==> src/rtl/ic_check_pkg.sv <==
// rtl/ic_check_pkg.sv - shared types and constants for the serial (x & s) >=s t checker
package ic_check_pkg;

  typedef enum logic [1:0] {
    ST_IDLE,
    ST_SHIFT,
    ST_DONE
  } state_t;

  typedef enum logic [1:0] {
    CMP_UNDEC,
    CMP_LT,
    CMP_GT
  } cmp_t;

  // Most negative W-bit value (sign bit only), returned wide; callers truncate to W.
  function automatic logic [63:0] min_const(input int w);
    return 64'(1) << (w - 1);
  endfunction

endpackage

==> src/rtl/ic_serial_sge_cmp.sv <==
// rtl/ic_serial_sge_cmp.sv - MSB-first bit-serial signed comparator with frozen decision
module ic_serial_sge_cmp
  import ic_check_pkg::*;
(
  input  logic clk,
  input  logic rst_n,
  input  logic clear,
  input  logic step,
  input  logic is_sign,
  input  logic a_bit,
  input  logic t_bit,
  output cmp_t status
);

  cmp_t r_status;

  // The first differing bit decides; the sign bit carries inverted weight.
  always_ff @(posedge clk or negedge rst_n) begin
    if (!rst_n) begin
      r_status <= CMP_UNDEC;
    end else if (clear) begin
      r_status <= CMP_UNDEC;
    end else if (step && (r_status == CMP_UNDEC) && (a_bit != t_bit)) begin
      r_status <= (a_bit ^ is_sign) ? CMP_GT : CMP_LT;
    end
  end

  assign status = r_status;

endmodule

==> config.mk <==
export PLATFORM = sky130hd
export DESIGN_NAME = ic_serial_sge_cmp
export DESIGN_NICKNAME = d
export VERILOG_FILES = /design/src/rtl/ic_check_pkg.sv /design/src/rtl/ic_serial_sge_cmp.sv
export SDC_FILE = /design/constraint.sdc
export NUM_CORES = 1
export LEC_CHECK = 0
export CORE_AREA = 2 2 39 41
export DETAILED_ROUTE_END_ITERATION = 8
export DIE_AREA = 0 0 41 43
export PLACE_DENSITY = 0.3
export SLEW_MARGIN = 15
export SYNTH_ARGS = -nofsm -noshare
export SYNTH_HDL_FRONTEND = slang
export SYNTH_SLANG_ARGS = --single-unit
==> constraint.sdc <==
create_clock -name clk -period 1.7 [get_ports clk]
set_input_delay 0.51 -clock clk [delete_from_list [all_inputs] [get_ports clk]]
set_output_delay 0.51 -clock clk [all_outputs]
set_load 0.03 [all_outputs]
==> results.md, run 1 <==
- For this run the aggregate overflow at the end of global routing stands at 0.
- The total nets after synthesis is 17.
- The tree is rooted in a sky130_fd_sc_hd__clkbuf_4.
- The clock-pin slew reported for the worst setup and hold paths after clock tree synthesis is approximately 0.030 ns.
- During I/O placement, the number of pins put on the boundary was 9.
- The hold buffer count at CTS is 0.
- The total of warnings raised by yosys is 0.
- The power consumption is 207 uW.
- The number of antenna violations at the first check in global routing is 0.
- The worst-margin pin slew is 0.297 ns.
- The share of the cycle needed by the critical path after routing is 93.9%.
- TritonCTS built the clock tree.
- The power per cell area is 853 mW/mm^2.
- In this run, synthesis produced a sequential element count of 2.
- Grouping stages by cell kind, the critical path spends the most delay in simple AND/OR/NAND/NOR gates.
- The first global-routing pass estimated 476 um of wire.
- The total number of nets in the final design is 31.
- The share of total power dissipated in the clock network is 51.1%.
- The signal on the critical path passes through clkdlybuf4s50_1 -> or4b_4 -> o32ai_1.
- The number of buffers and inverters on the critical path is 1.
- Of the cells placed in the final design, the portion with a size suffix greater than 1 is 22.7%.
- The core region is 0.00138 mm^2.
- The reg2reg setup slack is roughly 0.37 ns.
- The first routing iteration left 3 violations.
- The worst setup path is captured at a flip-flop.
- The post-detailed-route via-to-cell ratio is 3.18.
- The run finished with clean final reports.
- The wire length per cell is 7.55 um.
- In this run the static leakage power is 0.000102 uW.
- The path class of the tightest hold or removal check is in -> async.
- The critical path is of the in -> reg type.
- In this run the worst path has a maximum fanout of 2.
- Among all stages on the critical path, the largest delay is contributed by sky130_fd_sc_hd__or4b_4.
- The final standard cell utilization of the core is 17.5%.
- The die boundary height is between 40 and 50 um.
- In this run, flip-flops and latches consume 26.6% of the power.
- The floorplan step set the die width to 41 um.
- The final setup skew is 0.00136 ns.
- The arrival time reported for the critical path endpoint is 1.71 ns.
- Of the total power, the share spent switching nets is approximately a quarter.
- Timing would allow up to 627 MHz.
- The count of nets left with antenna violations after detail routing is 0.
- The sum of routed wire length over all layers is 287 um.
- The routed layout has 121 vias.
- At the end of routability-driven placement, the weighted congestion stood at 0.597.
- After layout, the minimum clock period comes to 1.60 ns.
- Across all hold checks on the routed design, the worst slack comes to 0.448 ns.
- The standard-cell row count is 14.
- The number of sinks driven by the clock tree is 2.
- The synthesized netlist occupies a cell area of 115 um^2.
- The per-instance average area after synthesis is 11.5 um^2.
- The internal portion of the total power is approximately 160 uW.
- Once the floorplan was initialized, standard cells occupied roughly 8.3% of the core.
- Global routing consumed, over all layers together, 5.22% of the routing resources.
- The post-synthesis to final-layout area growth is 111%.
- Measured against its own limit, the worst slew margin works out to 80.3%.
- The level count of the clock H-tree is 1.
- The floorplan step defined a die boundary enclosing 0.00176 mm^2.
- Setup violations remaining at the end of the flow were counted as 0.
- The relative contribution of combinational cells to total power is between 20% and 30%.
- The count of inserted antenna diode cells is 0.
- The net switching power is ~51 uW.
- The required time reported for the critical path endpoint is ~1.8 ns.
- At the later pin of the worst-skew pair, clock insertion delay measures 0.22 ns.
- The final max-slew violation count is 0.
- The post-synthesis sequential area ratio is 43.5%.
- The number of cells produced by synthesis is 10.
- The largest single stage delay on the critical path is 0.49 ns.
- Detailed placement ended at an HPWL of 225 um.
- The number of buffers between clock root and the deepest sink is 2.
- The number of failing hold endpoints at the final stage is 0.
- The first TritonRoute pass finished after 2 iterations.
- The number of port buffers is 8.
- The pin count of the biggest net entering global routing is 4.
- The element type at the critical path start is an input pin.
- The number of global-route vias before repair is 124.
- The worst-case IR drop observed on VDD is 0.169 mV.
- TritonCTS created 3 clock buffers.
- The number of remaining DRC errors is 0.
- The flip-flop count of the largest register after layout is 2.
- The netlist uses 6 different library cells.
- Max-cap violations in this run came to 0.
- Setup repair after global routing left no endpoint under its margin.
layout by cell type (no fill, tap or decap), drive strengths merged:
| cell type | count |
|---|---|
| o32ai | 2 |
| xnor2 | 2 |
| inv | 2 |
| dlygate4sd2 | 2 |
| clkdlybuf4s50 | 6 |
| clkbuf | 3 |
| dfrtp | 2 |
| buf | 1 |
| or4b | 1 |
| xor2 | 1 |
per-layer routing:
| metal | routed length (um) | share of wire (%) | vias to the layer above | GRT usage [%] |
|---|---|---|---|---|
| li1 | - | - | 62 | - |
| met1 | 113 | 39 | 50 | 5.77 |
| met2 | 114 | 40 | 9 | 4.06 |
| met3 | 59 | 21 | 0 | 4.71 |
| met4 | 0 | 0 | 0 | 8.00 |
| met5 | 0 | 0 | - | 0 |
stage by stage:
step,instances,setup TNS [ns],setup WS (ns),instance area (um^2)
2_1_floorplan,10,0,0.298,115
3_3_place_gp,35,-0.222,-0.112,223
3_5_place_dp,35,-0.240,-0.128,223
4_1_cts,38,0,0.112,243
5_1_grt,38,0,0.0897,243
6_report,38,0,0.104,243
cells in the mapped netlist:
master / n / area [um^2]
sky130_fd_sc_hd__dfrtp_1: 2 / 50.1
sky130_fd_sc_hd__inv_1: 2 / 7.51
sky130_fd_sc_hd__o32ai_1: 2 / 17.5
sky130_fd_sc_hd__xnor2_1: 2 / 17.5
sky130_fd_sc_hd__or4b_4: 1 / 13.8
sky130_fd_sc_hd__xor2_1: 1 / 8.76
timing repair:
| action | 4_1_cts | 5_1_grt |
|---|---|---|
| setup endpoints to repair | 2 | 0 |
| endpoints found under the hold margin | 0 | 0 |
| setup buffers | 0 | 0 |
| resized for setup | 2 | 0 |
final timing paths:
| check | startpoint | endpoint | depth (start not counted) |
|---|---|---|---|
| setup / recovery | clear | status[1]$_DFFE_PN0P_ | 3 |
| min in group clk | status[0]$_DFFE_PN0P_ | status[0]$_DFFE_PN0P_ | 2 |
| hold reg to reg | status[0]$_DFFE_PN0P_ | status[0]$_DFFE_PN0P_ | 2 |
| max in group asynchronous | rst_n | status[1]$_DFFE_PN0P_ | 1 |
| hold / removal | rst_n | status[0]$_DFFE_PN0P_ | 1 |
| setup reg to reg | status[1]$_DFFE_PN0P_ | status[1]$_DFFE_PN0P_ | 2 |
worst reg2reg max path, stage by stage, from the launching register on:
cell,delay (ns)
sky130_fd_sc_hd__dfrtp_1,0.39
sky130_fd_sc_hd__or4b_4,0.54
sky130_fd_sc_hd__o32ai_1,0.30
cell families (layout without fill, tap and decap cells):
group	after synthesis	in the layout	synth area share, %
AO/OA/AOI/OAI	2	2	15.2
buffers and inverters	2	14	6.52
flip-flops	2	2	43.5
XOR/XNOR	3	3	22.8
AND/OR/NAND/NOR	1	1	12.0
cell type report:
cell class,instances,area [um^2]
fillers,152,1140
repair buffers,9,85.1
multi-input cells,6,57.6
flip-flops and latches,2,50.0
clock buffers,3,22.5
well taps,16,20.0
inverters,2,7.51
power by group through the flow:
stage	sequential [uW]	clock [uW]	combinational [uW]
after global placement	55.8	0	48.9
after global routing	56.0	122	50.2
after floorplan	62.8	0	13.5
final	55.1	106	46.0
after detailed placement	56.0	0	49.0
after CTS	55.3	115	46.3
Power figures use the tool's default switching activity.
==> inputs of run 2 (changes only) <==
--- a/config.mk
+++ b/config.mk
@@ -8,6 +8,7 @@
 export CORE_AREA = 2 2 39 41
 export DETAILED_ROUTE_END_ITERATION = 8
 export DIE_AREA = 0 0 41 43
+export GPL_TIMING_DRIVEN = 0
 export PLACE_DENSITY = 0.3
 export SLEW_MARGIN = 15
 export SYNTH_ARGS = -nofsm -noshare
==> results.md, run 2 (same netlist as run 1, synthesis figures left out) <==
- The count of boundary I/O pins is 9 (unchanged).
- The clock period minus final worst setup slack came to 1.65 ns (+0.0553 ns).
- The flow ran to the end, and the final reports show no timing, DRC or antenna violations.
- The maximum vdd ir drop is 0.196 mV (+16%).
- The level count of the clock H-tree is 1 (unchanged).
- The sum of routed wire length over all layers came to 290 um (+1.0%).
- The reg2reg setup slack is 0.38 ns (about the same).
- The maximum clock frequency is 606 MHz (-3.3%).
- The clock insertion delay at the later pin of the skew report was 0.22 ns (about the same).
- The total half-perimeter wirelength after legalization and detailed placement is 233 um (+3.7%).
- TritonCTS built the clock tree.
- The TritonCTS buffer count is 3 (unchanged).
- The hold buffer count at CTS came to 0 (unchanged).
- The net switching power is 53.9 uW (+6.0%).
- The area of the placeable core is 0.00138 mm^2 (unchanged).
- The post-detailed-route via-to-cell ratio is 3.19 (+0.16%).
- The arrival time reported for the critical path endpoint is 1.77 ns (+0.06 ns).
- The number of remaining DRC errors is 0 (unchanged).
- The count of max-cap constraint violations was 0 (unchanged).
- The share of the cycle needed by the critical path after routing was 97.1% (+3.3 points).
- The power per cell area is 843 mW/mm^2 (-1.2%).
- The worst hold path belongs to the class in -> async.
- The total number of nets in the final design is 30 (-3.2%).
- The final standard cell utilization of the core was 18.1% (+0.54 points).
- The total number of vias came to 118 (-2.5%).
- The final max-slew violation count is 0 (unchanged).
- The count of nets left with antenna violations after detail routing is 0 (unchanged).
- STA classifies the critical path startpoint as an input pin.
- The wire length per cell came to 7.84 um (+3.8%).
- The global-route wire length before repair came to 455 um (-4.4%).
- The number of design-rule violations left by the first detailed-router iteration is 1 (-2).
- Setup repair after global routing left no endpoint under its margin.
- The worst-margin pin slew is 0.301 ns (+0.00472 ns).
- The standard-cell row count came to 14 (unchanged).
- The post-CTS setup repair buffer count is 0 (unchanged).
- The share of total power consumed by net switching came to 25.6% (+0.99 points).
- The remaining max-slew budget at the tightest pin came to 80.0% (-0.31 points).
- The peak fanout along the critical path is 3 (+1).
- The post-synthesis to final-layout area growth is 117%.
- The clock network fraction of design power is 49.9% (-1.2 points).
- The count of inserted antenna diode cells is 0 (unchanged).
- The leakage component of the power is 0.000102 uW (about the same).
- The most frequent standard cell in the layout excluding fill and tap cells is sky130_fd_sc_hd__clkdlybuf4s50_1.
- STA classifies the critical path endpoint as a flip-flop.
- The final setup violation count is 0 (unchanged).
- The number of global-route vias before repair came to 120 (-3.2%).
- The total buffers and inverters traversed by the critical path came to 1 (unchanged).
- The cell area after layout is 250 um^2 (+3.1%).
- The relative contribution of combinational cells to total power was 23.9% (+1.7 points).
- The sequential share of power is 26.2% (-0.4 points).
- Broken down by cell family, the worst path's largest delay share belongs to simple AND/OR/NAND/NOR gates.
- The area of placed instances was 215 um^2 (-3.4%).
- The count of instances resized after the clock tree is built is 2 (unchanged).
- The horizontal extent of the die is 41 um (unchanged).
- The number of port buffers was 8 (unchanged).
- The number of failing hold endpoints at the final stage is 0 (unchanged).
- The pin count of the biggest net entering global routing is 4 (unchanged).
- The detailed-router iteration count before antenna repair is 2 (unchanged).
- The flip-flop count of the largest register after layout is 2 (unchanged).
- The critical path is of the in -> reg type.
- The area enclosed by the die boundary is 0.00176 mm^2 (unchanged).
- The combined global-route utilization of all metal layers is 4.91% (-0.30 points).
- The number of antenna violations at the first check in global routing came to 0 (unchanged).
- The required time reported for the critical path endpoint is 1.82 ns (about the same).
- The internal cell power came to 157 uW (+0.55%).
- The worst slack on hold paths is 0.449 ns (+0.000685 ns).
- The initial standard-cell utilization of the core is 8.32% (unchanged).
- The fraction of layout cells with a size suffix above 1 is 28.6% (+5.8 points).
- The final setup skew came to 0.00339 ns (+0.00203 ns).
- The standard cell with the maximum stage delay on the critical path is sky130_fd_sc_hd__or4b_4.
- The clock-pin slew reported for the worst setup and hold paths after clock tree synthesis is 0.03 ns (about the same).
- The signal on the critical path passes through clkdlybuf4s50_1 -> or4b_4 -> o32ai_2.
- The critical path's largest stage delay came to 0.52 ns (+0.03 ns).
- The global route total overflow is 0 (unchanged).
- The root buffer cell chosen for the clock tree is sky130_fd_sc_hd__clkbuf_4.
- The number of buffers between clock root and the deepest sink is 2 (unchanged).
- The number of sinks driven by the clock tree came to 2 (unchanged).
- The weighted congestion at the end of routability-driven global placement is 0.596 (-0.18%).
- The die boundary height is 43 um (unchanged).
- The library cells used most frequently in the layout, excluding fill and tap cells, are 6 x sky130_fd_sc_hd__clkdlybuf4s50_1, 3 x sky130_fd_sc_hd__clkbuf_4.
## run 2: cell count changes in the layout (fill, tap and decap cells not counted), sizes merged
cell and change:
buf -1
## run 2: cell type report
| cell class | count | area (um^2) |
|---|---|---|
| Timing Repair Buffer | 8 | 77.6 |
| Clock buffer | 3 | 22.5 |
| Fill cell | 149 | 1130 |
| Inverter | 2 | 7.51 |
| Sequential cell | 2 | 50.0 |
| Multi-Input combinational cell | 6 | 72.6 |
| Tap cell | 16 | 20.0 |
## run 2: stage by stage
step	TNS (ns)	total power [uW]	setup slack [ns]	cells
6_report	0	211	0.0492	37
3_3_place_gp	-0.275	103	-0.139	34
4_1_cts	0	213	0.0632	37
3_5_place_dp	-0.333	104	-0.172	34
2_1_floorplan	0	76.3	0.298	10
5_1_grt	0	229	0.0114	37
## run 2: final timing paths
| path | depth (start not counted) | to | start |
|---|---|---|---|
| worst min-delay path | 1 | status[0]$_DFFE_PN0P_ | rst_n |
| max in group asynchronous | 1 | status[1]$_DFFE_PN0P_ | rst_n |
| worst max register to register | 2 | status[1]$_DFFE_PN0P_ | status[1]$_DFFE_PN0P_ |
| worst max-delay path | 3 | status[1]$_DFFE_PN0P_ | clear |
| worst min register to register | 2 | status[1]$_DFFE_PN0P_ | status[1]$_DFFE_PN0P_ |
| min in group clk | 2 | status[1]$_DFFE_PN0P_ | status[1]$_DFFE_PN0P_ |
## run 2: power groups by stage
stage / sequential (uW) / combinational [uW] / clock (uW)
6_report: 55.3 / 50.4 / 105
5_1_grt: 55.9 / 55.2 / 118
4_1_cts: 55.2 / 45.3 / 113
3_5_place_dp: 55.9 / 47.9 / 0
3_3_place_gp: 55.6 / 47.5 / 0
2_1_floorplan: 62.8 / 13.5 / 0
## run 2: routing by layer
metal	share of wire (%)	vias to the layer above	global-route usage [%]
met5	0	-	0
met4	0	0	6.00
met3	18	0	4.71
met2	36	9	5.00
met1	46	50	4.81
li1	-	59	-
==> inputs of run 3 (changes only) <==
--- a/config.mk
+++ b/config.mk
@@ -9,7 +9,7 @@
 export DETAILED_ROUTE_END_ITERATION = 8
 export DIE_AREA = 0 0 41 43
 export GPL_TIMING_DRIVEN = 0
-export PLACE_DENSITY = 0.3
+export PLACE_DENSITY = 0.31
 export SLEW_MARGIN = 15
 export SYNTH_ARGS = -nofsm -noshare
 export SYNTH_HDL_FRONTEND = slang
==> constraint.sdc (replaced) <==
create_clock -name clk -period 1.39 [get_ports clk]
set_input_delay 0.417 -clock clk [delete_from_list [all_inputs] [get_ports clk]]
set_output_delay 0.417 -clock clk [all_outputs]
set_load 0.03 [all_outputs]
==> results.md, run 3 (same netlist as run 1, synthesis figures left out) <==
- The run finished with clean final reports.
- The final non-filler cell total was 38 (+2.7%).
- The count of inserted antenna diode cells is 0 (unchanged).
- The fraction of layout cells with a size suffix above 1 is 40.9% (+12 points).
- The weighted congestion at the end of routability-driven global placement was 0.627 (+5.1%).
- The worst slack on hold paths is 0.349 ns (-0.0999 ns).
- The min-delay analysis places its worst path in the category in -> async.
- The remaining max-slew budget at the tightest pin is 80.6% (+0.66 points).
- The depth of the most critical reg-to-reg path came to 2 (unchanged).
- The peak fanout along the critical path is 3 (unchanged).
- The nature of the critical path endpoint is a primary output.
- The combined global-route utilization of all metal layers is 5.92% (+1.0 points).
- The count of boundary I/O pins came to 9 (unchanged).
- The final setup violation count is 0 (unchanged).
- The post-CTS setup repair buffer count is 0 (unchanged).
- The number of port buffers came to 8 (unchanged).
- The final max-slew violation count was 0 (unchanged).
- Leaving out fill and tap cells, the most frequent cells in the layout are 4 x sky130_fd_sc_hd__clkdlybuf4s50_1, 3 x sky130_fd_sc_hd__clkbuf_4.
- The clock insertion delay at the later pin of the skew report is 0.23 ns (about the same).
- The standard-cell row count is 14 (unchanged).
- The number of inserted filler cells in the final layout is 162 (+8.7%).
- The area of the placeable core is 0.00138 mm^2 (unchanged).
- The hold buffer count at CTS came to 0 (unchanged).
- The flip-flop count of the largest register after layout is 2 (unchanged).
- The clock-pin slew reported for the worst setup and hold paths after clock tree synthesis was 0.03 ns (about the same).
- The dominant delay contributor by cell family on the critical path is flip-flops.
- The area enclosed by the die boundary came to 0.00176 mm^2 (unchanged).
- The maximum vdd ir drop is 0.208 mV (+6.1%).
- The maximum clock frequency is approximately 750 MHz.
- The count of instances resized after the clock tree is built is 10 (+8).
- The share of total power consumed by net switching was 26.8% (+1.2 points).
- The detailed-router iteration count before antenna repair is 1 (-1).
- The sum of routed wire length over all layers is 324 um (+12%).
- The worst setup path is of the reg -> out kind.
- The clock network fraction of design power is 53.5% (+3.6 points).
- The number of failing hold endpoints at the final stage was 0 (unchanged).
- The routed length on met2 is 110 um (+5.8%).
- The final setup skew is 0.00373 ns (+0.000343 ns).
- Setup repair after global routing left no endpoint under its margin.
- The worst flop-to-flop path startpoint is status[1]$_DFFE_PN0P_.
- The power per cell area was 1080 mW/mm^2 (+28%).
- The smallest clock period supported by the final layout is computed as 1.33 ns.
- The global-route wire length before repair came to 531 um (+17%).
- The number of gates on the worst path with buffers counted is 1 (-2).
- The number of remaining DRC errors is 0 (unchanged).
- The level count of the clock H-tree came to 1 (unchanged).
- The detailed-routing wirelength on met1 is 141 um (+5.2%).
- The global route total overflow came to 0 (unchanged).
- The power consumption is 279 uW (+32%).
- The number of global-route vias before repair was 139 (+16%).
- The post-detailed-route via-to-cell ratio is 3.45 (+8.1%).
- The detailed router used layers up to and including met4.
- The total buffers and inverters traversed by the critical path is 1 (unchanged).
- The number of design-rule violations left by the first detailed-router iteration was 0 (-1).
- The element type at the critical path start is a flip-flop.
- The wire length on met3 was 49 um (-5.8%).
- The clock tree from TritonCTS is done.
- Compared with the post-synthesis result, the final layout area differs by 124%.
- The count of nets left with antenna violations after detail routing is 0 (unchanged).
- The count of max-cap constraint violations is 0 (unchanged).
- The most critical setup path has its startpoint at status[1]$_DFFE_PN0P_.
- The slowest stage of the critical path belongs to the cell sky130_fd_sc_hd__dfrtp_2.
- The root buffer cell chosen for the clock tree is sky130_fd_sc_hd__clkbuf_4.
- The number of buffers between clock root and the deepest sink is 2 (unchanged).
- The total number of vias came to 131 (+11%).
- The die boundary height is 43 um (unchanged).
- The number of antenna violations at the first check in global routing is 0 (unchanged).
- The net switching power came to 74.8 uW (+39%).
- The relative contribution of combinational cells to total power was 22.3% (-1.6 points).
- The TritonCTS buffer count is 3 (unchanged).
- The wire length per cell came to 8.53 um (+8.8%).
- The horizontal extent of the die was 41 um (unchanged).
- The leakage component of the power is 0.0000960 uW (-5.8%).
- The worst path uses 95.8% of the clock period.
- The sequential share of power was 24.2% (-2.0 points).
- The worst-margin pin slew came to 0.288 ns (-0.0131 ns).
- The internal cell power is 204 uW (+30%).
- The required time reported for the critical path endpoint is 0.97 ns (-0.85 ns).
- The initial standard-cell utilization of the core is 8.32% (unchanged).
- The cell total after placement is 34 (unchanged).
- The number of sinks driven by the clock tree is 2 (unchanged).
- The total number of nets in the final design came to 30 (unchanged).
- The most frequent standard cell in the layout excluding fill and tap cells is sky130_fd_sc_hd__clkdlybuf4s50_1.
- The pin count of the biggest net entering global routing was 4 (unchanged).
- The arrival time reported for the critical path endpoint was 0.91 ns (-0.86 ns).
- The reg2reg setup slack is 0.09 ns (-0.29 ns).
- The critical path's largest stage delay is 0.40 ns (-0.12 ns).
- Walking the worst path, the cells encountered are clkdlybuf4s15_2.
-- run 3: cell types whose count changed in the layout (fill, tap and decap cells not counted) --
| cell | previous run | this run |
|---|---|---|
| sky130_fd_sc_hd__clkbuf_1 | 0 | 1 |
| sky130_fd_sc_hd__clkdlybuf4s15_2 | 0 | 2 |
| sky130_fd_sc_hd__dfrtp_2 | 0 | 1 |
| sky130_fd_sc_hd__dfrtp_1 | 2 | 1 |
| sky130_fd_sc_hd__clkdlybuf4s50_1 | 6 | 4 |
-- run 3: power by group through the flow --
stage / combinational, uW / clock, uW / sequential, uW
after floorplan: 16.6 / 0 / 77.3
after global placement: 58.5 / 0 / 68.1
after detailed placement: 58.5 / 0 / 68.2
after CTS: 62.5 / 157 / 67.5
after global routing: 67.4 / 157 / 68.1
final: 62.1 / 149 / 67.6
-- run 3: path summary, 6_finish.rpt --
| check | end |
|---|---|
| hold reg to reg | status[1]$_DFFE_PN0P_ |
| min in group clk | status[1]$_DFFE_PN0P_ |
| setup / recovery | status[1] |
| max in group asynchronous | status[1]$_DFFE_PN0P_ |
| hold / removal | status[1]$_DFFE_PN0P_ |
| setup reg to reg | status[1]$_DFFE_PN0P_ |
-- run 3: per-layer routing --
| metal | up-vias | track usage (%) |
|---|---|---|
| met5 | - | 0 |
| li1 | 59 | - |
| met2 | 11 | 5.31 |
| met1 | 57 | 5.47 |
| met4 | 0 | 12.0 |
| met3 | 4 | 3.66 |
-- run 3: cell type report --
class,instances,area (um^2),area share (%)
Sequential cell,2,51.3,19.9
Clock buffer,4,26.3,10.2
Timing Repair Buffer,8,80.1,31.1
Multi-Input combinational cell,6,72.6,28.2
Tap cell,16,20.0,7.77
Inverter,2,7.51,2.91
-- run 3: stage by stage --
step / TNS, ns / setup slack (ns) / util [%] / area [um^2]
floorplan: 0 / 0.00463 / - / 116
global placement: -0.837 / -0.372 / 15.6 / 216
detailed placement: -0.834 / -0.379 / 15.6 / 216
CTS: 0 / 0.0480 / 18.6 / 258
global route: 0 / 0.0348 / 18.6 / 258
finish: 0 / 0.0580 / 18.6 / 258
-- run 3: worst reg2reg max path, cell delays in order (launching register included) --
cell,delay (ns)
sky130_fd_sc_hd__dfrtp_2,0.40
sky130_fd_sc_hd__or4b_4,0.55
sky130_fd_sc_hd__o32ai_2,0.25
